`src/rtl/lif_pkg.sv`:
```
// Shared definitions for the LIF neuron scheduler: FSM state encoding,
// default neuron constants and the neuron-index width helper.
// Latency: n/a (types and constants only). Backpressure: n/a.
package lif_pkg;

    // Sweep FSM. The encodings are fixed so waveforms match older captures.
    typedef enum logic [1:0] {
        IDLE   = 2'd0,
        LOAD   = 2'd1,
        UPDATE = 2'd2,
        COMMIT = 2'd3
    } lif_state_e;

    localparam int THRESH_DEF     = 200;
    localparam int LEAK_SHIFT_DEF = 3;

    // Width of a neuron index; never narrower than one bit.
    function automatic int idx_w(input int n);
        return (n > 1) ? $clog2(n) : 1;
    endfunction

endpackage

```
`src/rtl/lif_update.sv`:
```
// One leaky integrate-and-fire step for a single neuron (pure combinational).
// Latency: 0 cycles, result is valid in the same cycle as the inputs.
// Backpressure: none; the scheduler presents one neuron per clock.
// Ports: v (current membrane), w (weight), i_q (latched input current)
//        -> v_next (membrane to write back), fire (threshold reached).
module lif_update import lif_pkg::*; #(
    parameter int V_W        = 8,
    parameter int W_W        = 4,
    parameter int I_W        = 8,
    parameter int THRESH     = THRESH_DEF,
    parameter int LEAK_SHIFT = LEAK_SHIFT_DEF
) (
    input  logic [V_W-1:0] v,
    input  logic [W_W-1:0] w,
    input  logic [I_W-1:0] i_q,
    output logic [V_W-1:0] v_next,
    output logic           fire
);

    // Two guard bits: leak never underflows and prod+V stays below 4x range.
    localparam int SW = V_W + 2;
    localparam int PW = I_W + W_W;
    localparam logic [SW-1:0] VMAX = SW'({V_W{1'b1}});
    localparam logic [SW-1:0] THR  = SW'(THRESH);

    logic [PW-1:0] mult;
    logic [SW-1:0] prod;
    logic [SW-1:0] sum;
    logic [SW-1:0] sat;

    always_comb begin
        mult   = PW'(i_q) * PW'(w);
        prod   = SW'(mult >> 4);
        sum    = SW'(v) - SW'(v >> LEAK_SHIFT) + prod;
        sat    = (sum > VMAX) ? VMAX : sum;
        // Threshold is checked after saturation so a clipped value can fire.
        fire   = (sat >= THR);
        v_next = fire ? '0 : sat[V_W-1:0];
    end

endmodule

```
`src/rtl/lif_scheduler.sv`:
```
// Time-multiplexed LIF scheduler: on each tick sweeps N neurons through one
// shared update engine, then publishes the spike vector.
// Latency: tick in cycle c -> busy c+1..c+N+2, spikes/frame_done at c+N+3.
// Backpressure: none; a tick while busy is dropped and flags sticky overrun.
// Ports: clk, rst_n (sync, active-low), ena (prescaler enable), step
//        (external tick), i_in (input current), cfg_we/cfg_addr/cfg_data
//        (weight write), spikes, frame_done, busy, overrun.
module lif_scheduler import lif_pkg::*; #(
    parameter int             N          = 8,
    parameter int             V_W        = 8,
    parameter int             W_W        = 4,
    parameter logic [W_W-1:0] W_INIT     = 4'd15,
    parameter int             THRESH     = THRESH_DEF,
    parameter int             LEAK_SHIFT = LEAK_SHIFT_DEF,
    parameter int             PRESCALE_W = 23
) (
    input  logic                 clk,
    input  logic                 rst_n,
    input  logic                 ena,
    input  logic                 step,
    input  logic [7:0]           i_in,
    input  logic                 cfg_we,
    input  logic [idx_w(N)-1:0]  cfg_addr,
    input  logic [W_W-1:0]       cfg_data,
    output logic [N-1:0]         spikes,
    output logic                 frame_done,
    output logic                 busy,
    output logic                 overrun
);

    localparam int            AW   = idx_w(N);
    localparam logic [AW-1:0] LAST = AW'(N - 1);

    lif_state_e          state;
    logic [PRESCALE_W-1:0] presc;
    logic [AW-1:0]       idx;
    logic [7:0]          i_q;
    logic [N-1:0]        acc;
    logic [V_W-1:0]      v_mem [N];
    logic [W_W-1:0]      w_mem [N];

    logic                ptick;
    logic                tick;
    logic [V_W-1:0]      upd_v_next;
    logic                upd_fire;

    assign ptick = &presc;
    assign tick  = ptick | step;
    assign busy  = (state != IDLE);

    // The engine reads the registered weight, so a config write landing in
    // the same cycle as this neuron's update only takes effect next tick.
    lif_update #(
        .V_W        (V_W),
        .W_W        (W_W),
        .I_W        (8),
        .THRESH     (THRESH),
        .LEAK_SHIFT (LEAK_SHIFT)
    ) u_update (
        .v      (v_mem[idx]),
        .w      (w_mem[idx]),
        .i_q    (i_q),
        .v_next (upd_v_next),
        .fire   (upd_fire)
    );

    always_ff @(posedge clk) begin
        if (!rst_n) begin
            state      <= IDLE;
            presc      <= '0;
            idx        <= '0;
            i_q        <= '0;
            acc        <= '0;
            spikes     <= '0;
            frame_done <= 1'b0;
            overrun    <= 1'b0;
            for (int k = 0; k < N; k++) begin
                v_mem[k] <= '0;
                w_mem[k] <= W_INIT;
            end
        end else begin
            frame_done <= 1'b0;

            if (ena) begin
                presc <= presc + 1'b1;
            end

            if (tick && (state != IDLE)) begin
                overrun <= 1'b1;
            end

            if (cfg_we && (int'(cfg_addr) < N)) begin
                w_mem[cfg_addr] <= cfg_data;
            end

            case (state)
                IDLE: begin
                    if (tick) begin
                        state <= LOAD;
                    end
                end
                LOAD: begin
                    i_q   <= i_in;
                    idx   <= '0;
                    acc   <= '0;
                    state <= UPDATE;
                end
                UPDATE: begin
                    v_mem[idx] <= upd_v_next;
                    acc[idx]   <= upd_fire;
                    if (idx == LAST) begin
                        state <= COMMIT;
                    end else begin
                        idx <= idx + 1'b1;
                    end
                end
                COMMIT: begin
                    spikes     <= acc;
                    frame_done <= 1'b1;
                    state      <= IDLE;
                end
                default: state <= IDLE;
            endcase
        end
    end

endmodule
```
`config.mk`:
```
export PLATFORM = sky130hd
export DESIGN_NAME = lif_scheduler
export DESIGN_NICKNAME = d
export VERILOG_FILES = /design/src/rtl/lif_pkg.sv /design/src/rtl/lif_update.sv /design/src/rtl/lif_scheduler.sv
export SDC_FILE = /design/constraint.sdc
export NUM_CORES = 1
export LEC_CHECK = 0
export BUFFER_PORTS_ARGS = -buffer_cell sky130_fd_sc_hd__buf_2
export CAP_MARGIN = 40
export CORE_ASPECT_RATIO = 1.2
export CORE_MARGIN = 3
export CORE_UTILIZATION = 56
export DETAILED_ROUTE_END_ITERATION = 16
export PLACE_DENSITY = 0.86
export SLEW_MARGIN = 30
export SYNTH_ARGS = -nofsm -noshare
export SYNTH_HDL_FRONTEND = slang
export SYNTH_SLANG_ARGS = --single-unit
```
`constraint.sdc`:
```
create_clock -name clk -period 5.8 [get_ports clk]
set_input_delay 0.29 -clock clk [delete_from_list [all_inputs] [get_ports clk]]
set_output_delay 0.29 -clock clk [all_outputs]
set_load 0.01 [all_outputs]
```
==> run summary, run 1 <==
Max-cap violations - 0
Yosys reg bits - 153
Share of post-route cells with drive strength above 1 - 29.6%
Worst skew pair latency - 0.44 ns
CP Buf/Inv Count - 5
Arrival @ worst endpoint - 6.49 ns
Met3 wire len - 1880 um
Max stage delay on crit path - 0.54 ns
Synth Warn # - 0
Ys async rst share - 0%
Violated checks - negative setup slack
Via count - 6311
Clk slew on worst S/H paths - 0.07 ns
Req. time, crit path - 6.04 ns
Post-detail-place hpwl - 12800 um
Total track usage - 27.3%
Gpl congestion - 0.896
Worst path top cell family by delay - adder cells
Synth Area per Inst - 11.4 um^2
Dpl cell area - 0.00852 mm^2
Final setup fails - 72
# DRC - 0
Slew margin rel. - 21.6%
Crit share post-route - 108%
H-tree levels - 4
Root Driver - clkbuf_16
Antenna Cells - 0
RSZ-0062 raised after global routing - true
Routed WL per cell - 23.9 um
Final Worst Setup Slack - -0.458 ns
Full die area - 0.0157 mm^2
PortBufs - 30
Clock Skews - 0.0193 ns
Most frequent cells in the layout - edfxtp_1 (96), nor2_1 (60), dfxtp_1 (56), buf_4 (40), nand2_1 (33)
Slew Viols, Final - 0
Post-synth top flop - edfxtp_1
Dpl ws - -0.296 ns
Peak Freq - 0.160 GHz
First-pass GRT wire length - 32700 um
Most common cell on crit path - o21a_1
Pre-antenna DRT Iters - 5
Cell area after layout - 0.00977 mm^2
Clk buf depth - 2
Setup Crit Path Kind - register to register
Setup_tns - -24.58 ns
Post-synthesis sequential area ratio - 50.6%
Library cells used by synthesis - 53
Status - finished, violations left
Die X - 115 um
Row count - 47
Critical-path top delay cell - fa_1
Pin count of the biggest net entering global routing - 28
FILL cells - 835
Tmin final - 6.26 ns
DR vias/cell - 6.59
GR Overflow Total - 0
CTS tree - built
M1 WL - 8060 um
ANT nets after route - 0
Initial antenna violation count - 0
Layout net count - 841
Starting Density - 57.4%
Commonest non-fill, non-tap cell in the layout - edfxtp_1
Synth Instances - 696
Final hold vios - 0
Crit end category - register
Mapped Nets - 764
I/O pin cnt - 31
CTS Buf Count - 17
CP max FO - 10
WL final - 22900 um
Slew @ Worst Pin - 1.17 ns
Core Region - 0.0139 mm^2
Vias in the first global route - 6293
Max layer used - met4
Critical path launch point type - register
CTS sink cnt - 153
Number of synthesized flops with an enable pin - 96
Die height - 137 um
Met2 wire len - 11700 um
Area Growth Syn to Fin - 22.7%
Syn Std Cell Area - 0.00796 mm^2
Initial DRC count - 794
Worst min-delay path class - input pin to register
WHS - 0.0932 ns
[Yosys cell counts (all sizes together), types with 2 or more instances]
cell | count | area [um^2]
and2 | 12 | 75.1
o21ai | 21 | 109
o31ai | 2 | 15.0
nor3b | 2 | 20.0
xnor2 | 12 | 105
clkbuf | 12 | 45.0
nor2b | 20 | 125
inv | 27 | 101
a21oi | 15 | 75.1
and4 | 2 | 20.0
a211oi | 2 | 15.0
nand2 | 35 | 131
edfxtp | 96 | 2880
a22oi | 2 | 15.0
ha | 35 | 438
mux2i | 26 | 264
nand3 | 13 | 65.1
fa | 13 | 260
nand4b | 2 | 17.5
a211o | 2 | 17.5
nand2b | 32 | 200
o21a | 4 | 30.0
or3 | 14 | 87.6
mux2 | 5 | 56.3
and3 | 4 | 25.0
nand4 | 9 | 56.3
mux4 | 24 | 541
a21boi | 2 | 15.0
nor3 | 49 | 245
nor2 | 80 | 300
buf | 14 | 75.1
dfxtp | 57 | 1140
o22ai | 8 | 50.1
or2 | 9 | 56.3
a21o | 6 | 45.0
xor2 | 19 | 166
[layout make-up]
| cell class | instances | area, um^2 | share of cell area (%) |
|---|---|---|---|
| clock inverters | 10 | 93.8 | 0.961 |
| multi-input cells | 489 | 4170 | 42.7 |
| repair buffers | 84 | 692 | 7.08 |
| flip-flops and latches | 153 | 4030 | 41.2 |
| well taps | 171 | 214 | 2.19 |
| clock buffers | 22 | 464 | 4.75 |
| inverters | 28 | 105 | 1.08 |
[worst min-delay path: cells and delay by family]
kind	cells	cell delay, ns
buffers and inverters	1	0.08
AND/OR/NAND/NOR	1	0.07
multiplexers	1	0.05
[metrics by stage]
| step | instances | utilization [%] |
|---|---|---|
| 2_1_floorplan | 696 | - |
| 3_3_place_gp | 903 | 61.3 |
| 3_5_place_dp | 904 | 61.4 |
| 4_1_cts | 945 | 67.1 |
| 5_1_grt | 957 | 70.4 |
| 6_report | 957 | 70.4 |
[what timing repair did]
item,4_1_cts,5_1_grt
endpoints found under the setup margin,72,72
cloned,2,5
hold buffers,0,0
hold endpoints to repair,0,0
pin swaps,15,33
gates resized for setup,36,70
setup buffers,8,9
[kinds of logic after synthesis]
logic type,count (synthesis),share of synthesized area (%)
adders and majority gates,48,8.77
muxes,55,10.8
buffers and inverters,54,2.83
and+or+nand+nor,286,18.2
DFF,153,50.6
xor gates and xnor gates,31,3.41
AOI/OAI and AO/OA,69,5.39
[final timing paths]
check                 from          end  slack (ns)  cells past startpoint
hold / removal     i_in[3]       i_q[3]        0.09                      3
setup reg to reg  register  v_mem[5][0]       -0.46                     25
setup / recovery  register  v_mem[5][0]       -0.46                     25
hold reg to reg     acc[7]       acc[7]        0.48                      2
[registers in the layout, summed over array words and instances (netlist names), 2 cells and up, named ones only]
name,flops
v_mem,64
w_mem,32
state,2
i_q,8
presc,23
spikes,8
acc,8
idx,3
[per-layer routing]
layer | GRT usage [%] | vias to the layer above
met5 | 0 | -
met4 | 12.1 | 0
met3 | 7.61 | 119
met2 | 48.3 | 450
met1 | 30.7 | 3082
li1 | - | 2660
Power of run 1 is not shown: default switching activity piles up to over one toggle a cycle in this logic, so the estimate is an artifact.
==> run 2, diff against run 1 <==
--- a/config.mk
+++ b/config.mk
@@ -5,7 +5,7 @@
 export SDC_FILE = /design/constraint.sdc
 export NUM_CORES = 1
 export LEC_CHECK = 0
-export BUFFER_PORTS_ARGS = -buffer_cell sky130_fd_sc_hd__buf_2
+export BUFFER_PORTS_ARGS = -buffer_cell sky130_fd_sc_hd__buf_4
 export CAP_MARGIN = 40
 export CORE_ASPECT_RATIO = 1.2
 export CORE_MARGIN = 3
==> run summary, run 2 (same netlist as run 1, synthesis figures left out) <==
Pin count of the biggest net entering global routing - 46
DR vias/cell - 6.45
Core Region - 0.0139 mm^2
Layout net count - 837
Area Growth Syn to Fin - 24.3%
Slew @ Worst Pin - 0.999 ns
Antenna Cells - 0
Commonest non-fill, non-tap cell in the layout - edfxtp_1
Fin cells - 953
Arrival @ worst endpoint - 6.22 ns
# DRC - 0
Share of post-route cells with drive strength above 1 - 30.1%
Starting Density - 57.4%
RSZ-0062 raised after global routing - true
Gpl congestion - 0.851
Setup Crit Path Kind - register to register
Clock Skews - 0.0148 ns
ANT nets after route - 0
Reg-to-reg endpoint - v_mem[0][1]
Via count - 6149
Violated checks - negative setup slack
Initial antenna violation count - 0
Routed WL per cell - 23.0 um
Largest regs - v_mem x64, w_mem x32, presc x23
Critical path launch point type - register
Final hold vios - 0
CTS tree - built
Full die area - 0.0157 mm^2
Max stage delay on crit path - 0.52 ns
WHS - 0.0903 ns
End point of the critical path - v_mem[0][1]
Req. time, crit path - 6.04 ns
Vias in the first global route - 5991
Crit end category - register
Clk buf depth - 2
Crit share post-route - 103%
Die height - 137 um
Peak Freq - 0.167 GHz
Hold_buf cts - 0
Pre-antenna DRT Iters - 5
Worst min-delay path class - input pin to register
Count of cells along the worst register-to-register path - 25
Max reg flops - 64
Status - finished, violations left
Slew margin rel. - 32.7%
I/O pin cnt - 31
Final Worst Setup Slack - -0.183 ns
Clk slew on worst S/H paths - 0.07 ns
Post-detail-place hpwl - 12700 um
GR Overflow Total - 0
WL final - 22000 um
Most frequent cells in the layout - edfxtp_1 (96), nor2_1 (68), buf_4 (66), dfxtp_1 (55), nand2_1 (33)
Max-cap violations - 0
CP max FO - 8
R2R Setup Slk - -0.18 ns
PortBufs - 30
CTS sink cnt - 153
Biggest register - v_mem
Cell Count Post-Placement - 901
Dpl ws - -0.260 ns
Tmin final - 5.98 ns
H-tree levels - 4
First-pass GRT wire length - 31900 um
Final setup fails - 72
Slew Viols, Final - 0
Row count - 47
CTS Buf Count - 17
Root Driver - clkbuf_16
Die X - 115 um
Critical-path top delay cell - fa_1
Worst skew pair latency - 0.44 ns
Total track usage - 26.8%
Initial DRC count - 666
## run 2: changes by cell type in the layout (fill, tap and decap cells not counted), moves of 3 or more
cell / delta
clkinvlp_4: -3
nor2_1: +8
buf_2: -30
nor2_2: -6
nor3_2: +6
buf_4: +26
clkinv_2: -3
o22ai_2: +3
nor3_1: -8
o22ai_1: -5
## run 2: what timing repair did
action	4_1_cts	5_1_grt
endpoints found under the hold margin	0	0
setup endpoints to repair	72	72
pin swaps	10	32
buffers inserted	14	4
cloned	2	0
gates resized for setup	34	94
## run 2: through the flow
stage	util [%]	instance area [um^2]	TNS (ns)
6_report	71.3	9900	-6.02
3_3_place_gp	61.7	8560	0
2_1_floorplan	-	7990	0
4_1_cts	68.2	9460	-4.67
5_1_grt	71.3	9900	-17.72
3_5_place_dp	61.7	8560	-12.85
## run 2: how the worst min path moves through the flow
stage,startpoint,endpoint,slack [ns],cells past startpoint
after floorplan,i_in[0],i_q[0],0.44,2
after global placement,overrun,overrun,0.46,2
after detailed placement,acc[0],acc[0],0.47,2
after CTS,i_in[4],i_q[4],0.1,3
after global routing,i_in[5],i_q[5],0.1,3
final,i_in[2],i_q[2],0.09,3
## run 2: worst max-delay path, delay by kind of cell, from the launching register on
family                   cells  cell delay (ns)
AO/OA/AOI/OAI                5             0.95
XOR/XNOR                     1             0.12
adder cells (fa/ha/maj)      4             1.49
buffers and inverters        7             0.80
flip-flops                   1             0.34
multiplexers                 2             0.81
AND/OR/NAND/NOR              6             1.30
## run 2: routing by layer
layer  wire, um  GRT usage, %
met2      11600          47.3
met5          0             0
met3       1730          5.04
met4        692          9.98
met1       7890          32.7
## run 2: final cells by class
type | instances | area (um^2)
multi-input combinational | 489 | 4260
sequential | 153 | 4030
fill | 823 | 3980
timing repair buffer | 80 | 707
clock buffer | 23 | 479
tap | 171 | 214
clock inverter | 9 | 111
inverter | 28 | 105
Power of run 2 is left out for the same reason.
==> run 3, diff against run 2 <==
--- a/config.mk
+++ b/config.mk
@@ -15,4 +15,5 @@
 export SLEW_MARGIN = 30
 export SYNTH_ARGS = -nofsm -noshare
 export SYNTH_HDL_FRONTEND = slang
+export SYNTH_HIERARCHICAL = 1
 export SYNTH_SLANG_ARGS = --single-unit
==> run summary, run 3 <==
Status - finished, violations left
Violated checks - negative setup slack
Synth area leader - edfxtp_1
Core Region - 0.0145 mm^2
Commonest non-fill, non-tap cell in the layout - edfxtp_1
Worst min-delay path class - input pin to register
CTS sink cnt - 153
Clock Skews - 0.00815 ns
Via count - 5988
Routed WL per cell - 20.5 um
ANT nets after route - 0
Initial antenna violation count - 0
Ys async rst share - 0%
Vias in the first global route - 6157
Synth Area per Inst - 11.9 um^2
Met2 wire len - 10900 um
R2R Setup Slk - -0.15 ns
Crit path cell chain - buf_12, mux4_2, mux2_4, buf_6, nand2_4, fa_1, inv_2, fa_1, ha_1, nand4_1, nor2_2, o21a_1, nor2_1, xnor2_1, ha_1, a21oi_1, nor2_4, or3_4, a211oi_4, o22ai_4, buf_6, a221oi_2, buf_4, and2_4
Initial DRC count - 628
Library cells used by synthesis - 68
Critical path launch point type - register
WL final - 20600 um
Crit share post-route - 103%
Max layer used - met4
M1 WL - 7690 um
Starting Density - 58.0%
Setup_tns - -4.88 ns
Peak Freq - 0.168 GHz
Die height - 140 um
RSZ-0062 raised after global routing - true
Arrival @ worst endpoint - 6.26 ns
Max reg flops - 64
Total track usage - 23.2%
CTS tree - built
CTS Buf Count - 17
Clk buf depth - 2
Full die area - 0.0166 mm^2
Critical-path top delay cell - mux4_2
Mapped Nets - 777
Most common cell in the netlist - and2_1
Die X - 118 um
First-pass GRT wire length - 30300 um
CP Buf/Inv Count - 5
Final setup fails - 72
Largest regs - v_mem x64, w_mem x32, presc x23
Ranking of synthesized cells by area - edfxtp_1 (34%), dfxtp_1 (14%), and2_1 (7.9%)
DR vias/cell - 5.96
Reg-to-reg endpoint - v_mem[5][7]
Leak - 4.00 nW
Final core utilization - 70.3%
Synth Instances - 710
Most frequent cells after synthesis - and2_1 (106), edfxtp_1 (96), dfxtp_1 (57)
Setup Crit Path Kind - register to register
Area Growth Syn to Fin - 21.3%
Tmin final - 5.95 ns
Count of cells along the worst register-to-register path - 24
Slew margin rel. - 35.0%
Max stage delay on crit path - 0.52 ns
P per Cell Area - 646 mW/mm^2
Yosys reg bits - 153
Logic gate share of total power - 63.6%
Slew Viols, Final - 0
Sequential power share - 19.7%
Post-detail-place hpwl - 12600 um
Clk network pwr share - 16.7%
CP max FO - 8
Number of synthesized flops with an enable pin - 96
Hold path cells - 3
Post-synthesis sequential area ratio - 47.8%
H-tree levels - 4
GR Overflow Total - 0
Share of post-route cells with drive strength above 1 - 30.5%
# DRC - 0
Hold_buf cts - 0
Met3 wire len - 1110 um
Worst skew pair latency - 0.43 ns
Internal power - 3.80 mW
Clk slew on worst S/H paths - 0.06 ns
Row count - 48
Slew @ Worst Pin - 0.962 ns
Max-cap violations - 0
PortBufs - 30
Peak supply drop - 625 uV
Yosys top cell area share - 34.2%
Biggest register - v_mem
Switching power - 2.80 mW
Req. time, crit path - 6.10 ns
Root Driver - clkbuf_16
HP Start - i_in[6]
Worst path top cell family by delay - adder cells
I/O pin cnt - 31
Worst path depth - 24
Most frequent cells in the layout - edfxtp_1 (96), and2_1 (83), buf_4 (69), dfxtp_1 (56), nand2_1 (41)
Gpl congestion - 0.830
Post-synth top flop - edfxtp_1
Antenna Cells - 0
Crit end category - register
Syn Std Cell Area - 0.00842 mm^2
Pin count of the biggest net entering global routing - 68
Hold-critical path endpoint - i_q[6]
Synth Warn # - 6
Final Worst Setup Slack - -0.152 ns
Sw Share - 42.4%
Pre-antenna DRT Iters - 5
Layout net count - 858
Final hold vios - 0
==> run 3: cell count changes after synthesis, sizes merged, moves of 9 or more <==
cell and change:
nor3 -40, xnor2 +14, and2 +96, nand2b -10
nor2 -62, nand2 +12, a21oi -9
==> run 3: area by class of cell <==
class | instances | area [um^2]
repair buffers | 83 | 691
flip-flops and latches | 153 | 4030
well taps | 200 | 250
clock inverters | 9 | 114
clock buffers | 23 | 478
fillers | 929 | 4320
inverters | 35 | 131
multi-input cells | 501 | 4530
==> run 3: worst reg2reg max path: cells and delay by family, from the launching register on <==
kind | cells | cell delay (ns)
xor+xnor | 1 | 0.30
fa+ha+maj | 4 | 1.45
flops | 1 | 0.34
mux | 2 | 0.82
buf+inv | 5 | 0.69
compound gates | 5 | 1.11
simple gates | 7 | 1.11
==> run 3: worst max path at each step <==
stage / startpoint / to / slack, ns
after global placement: register / v_mem[1][5] / -0.11
after CTS: register / v_mem[5][7] / 0.02
after detailed placement: register / v_mem[0][5] / -0.23
after global routing: register / v_mem[5][7] / -0.34
after floorplan: register / acc[1] / 0.008
final: register / v_mem[5][7] / -0.15
==> run 3: what timing repair did <==
| action | in CTS | in global routing |
|---|---|---|
| pin swaps | 10 | 35 |
| setup buffers | 7 | 21 |
| resized for setup | 16 | 80 |
| endpoints found under the setup margin | 72 | 72 |
| endpoints found under the hold margin | 0 | 0 |
==> run 3: metrics by stage <==
step	hold WS (ns)	total power [mW]	setup slack (ns)	instance area, um^2	cells
2_1_floorplan	0.436	3.10	0.00791	8440	710
3_3_place_gp	0.453	3.84	-0.109	9040	946
3_5_place_dp	0.462	3.98	-0.235	9050	948
4_1_cts	0.115	5.51	0.0171	9790	987
5_1_grt	0.115	6.88	-0.337	10200	1004
6_report	0.120	6.60	-0.152	10200	1004
==> run 3: metal layers <==
layer | GRT usage [%] | vias to the layer above
met4 | 11.2 | 0
met5 | 0 | -
li1 | - | 2696
met3 | 4.68 | 66
met1 | 26.0 | 2973
met2 | 42.1 | 253
==> run 3: cell families after synthesis <==
family | synth area share [%]
and+or+nand+nor | 20.4
DFF | 47.8
AOI/OAI and AO/OA | 6.73
buffers and inverters | 2.58
muxes | 10.5
adders and majority gates | 8.14
xor gates and xnor gates | 3.94
==> run 3: power by group through the flow <==
stage	Sequential [mW]	Clock (mW)	Combinational [mW]
floorplan	1.29	0	1.80
global placement	1.31	0	2.53
detailed placement	1.31	0	2.66
CTS	1.29	1.11	3.11
global route	1.31	1.16	4.41
finish	1.30	1.10	4.20
Power figures use the tool's default switching activity.
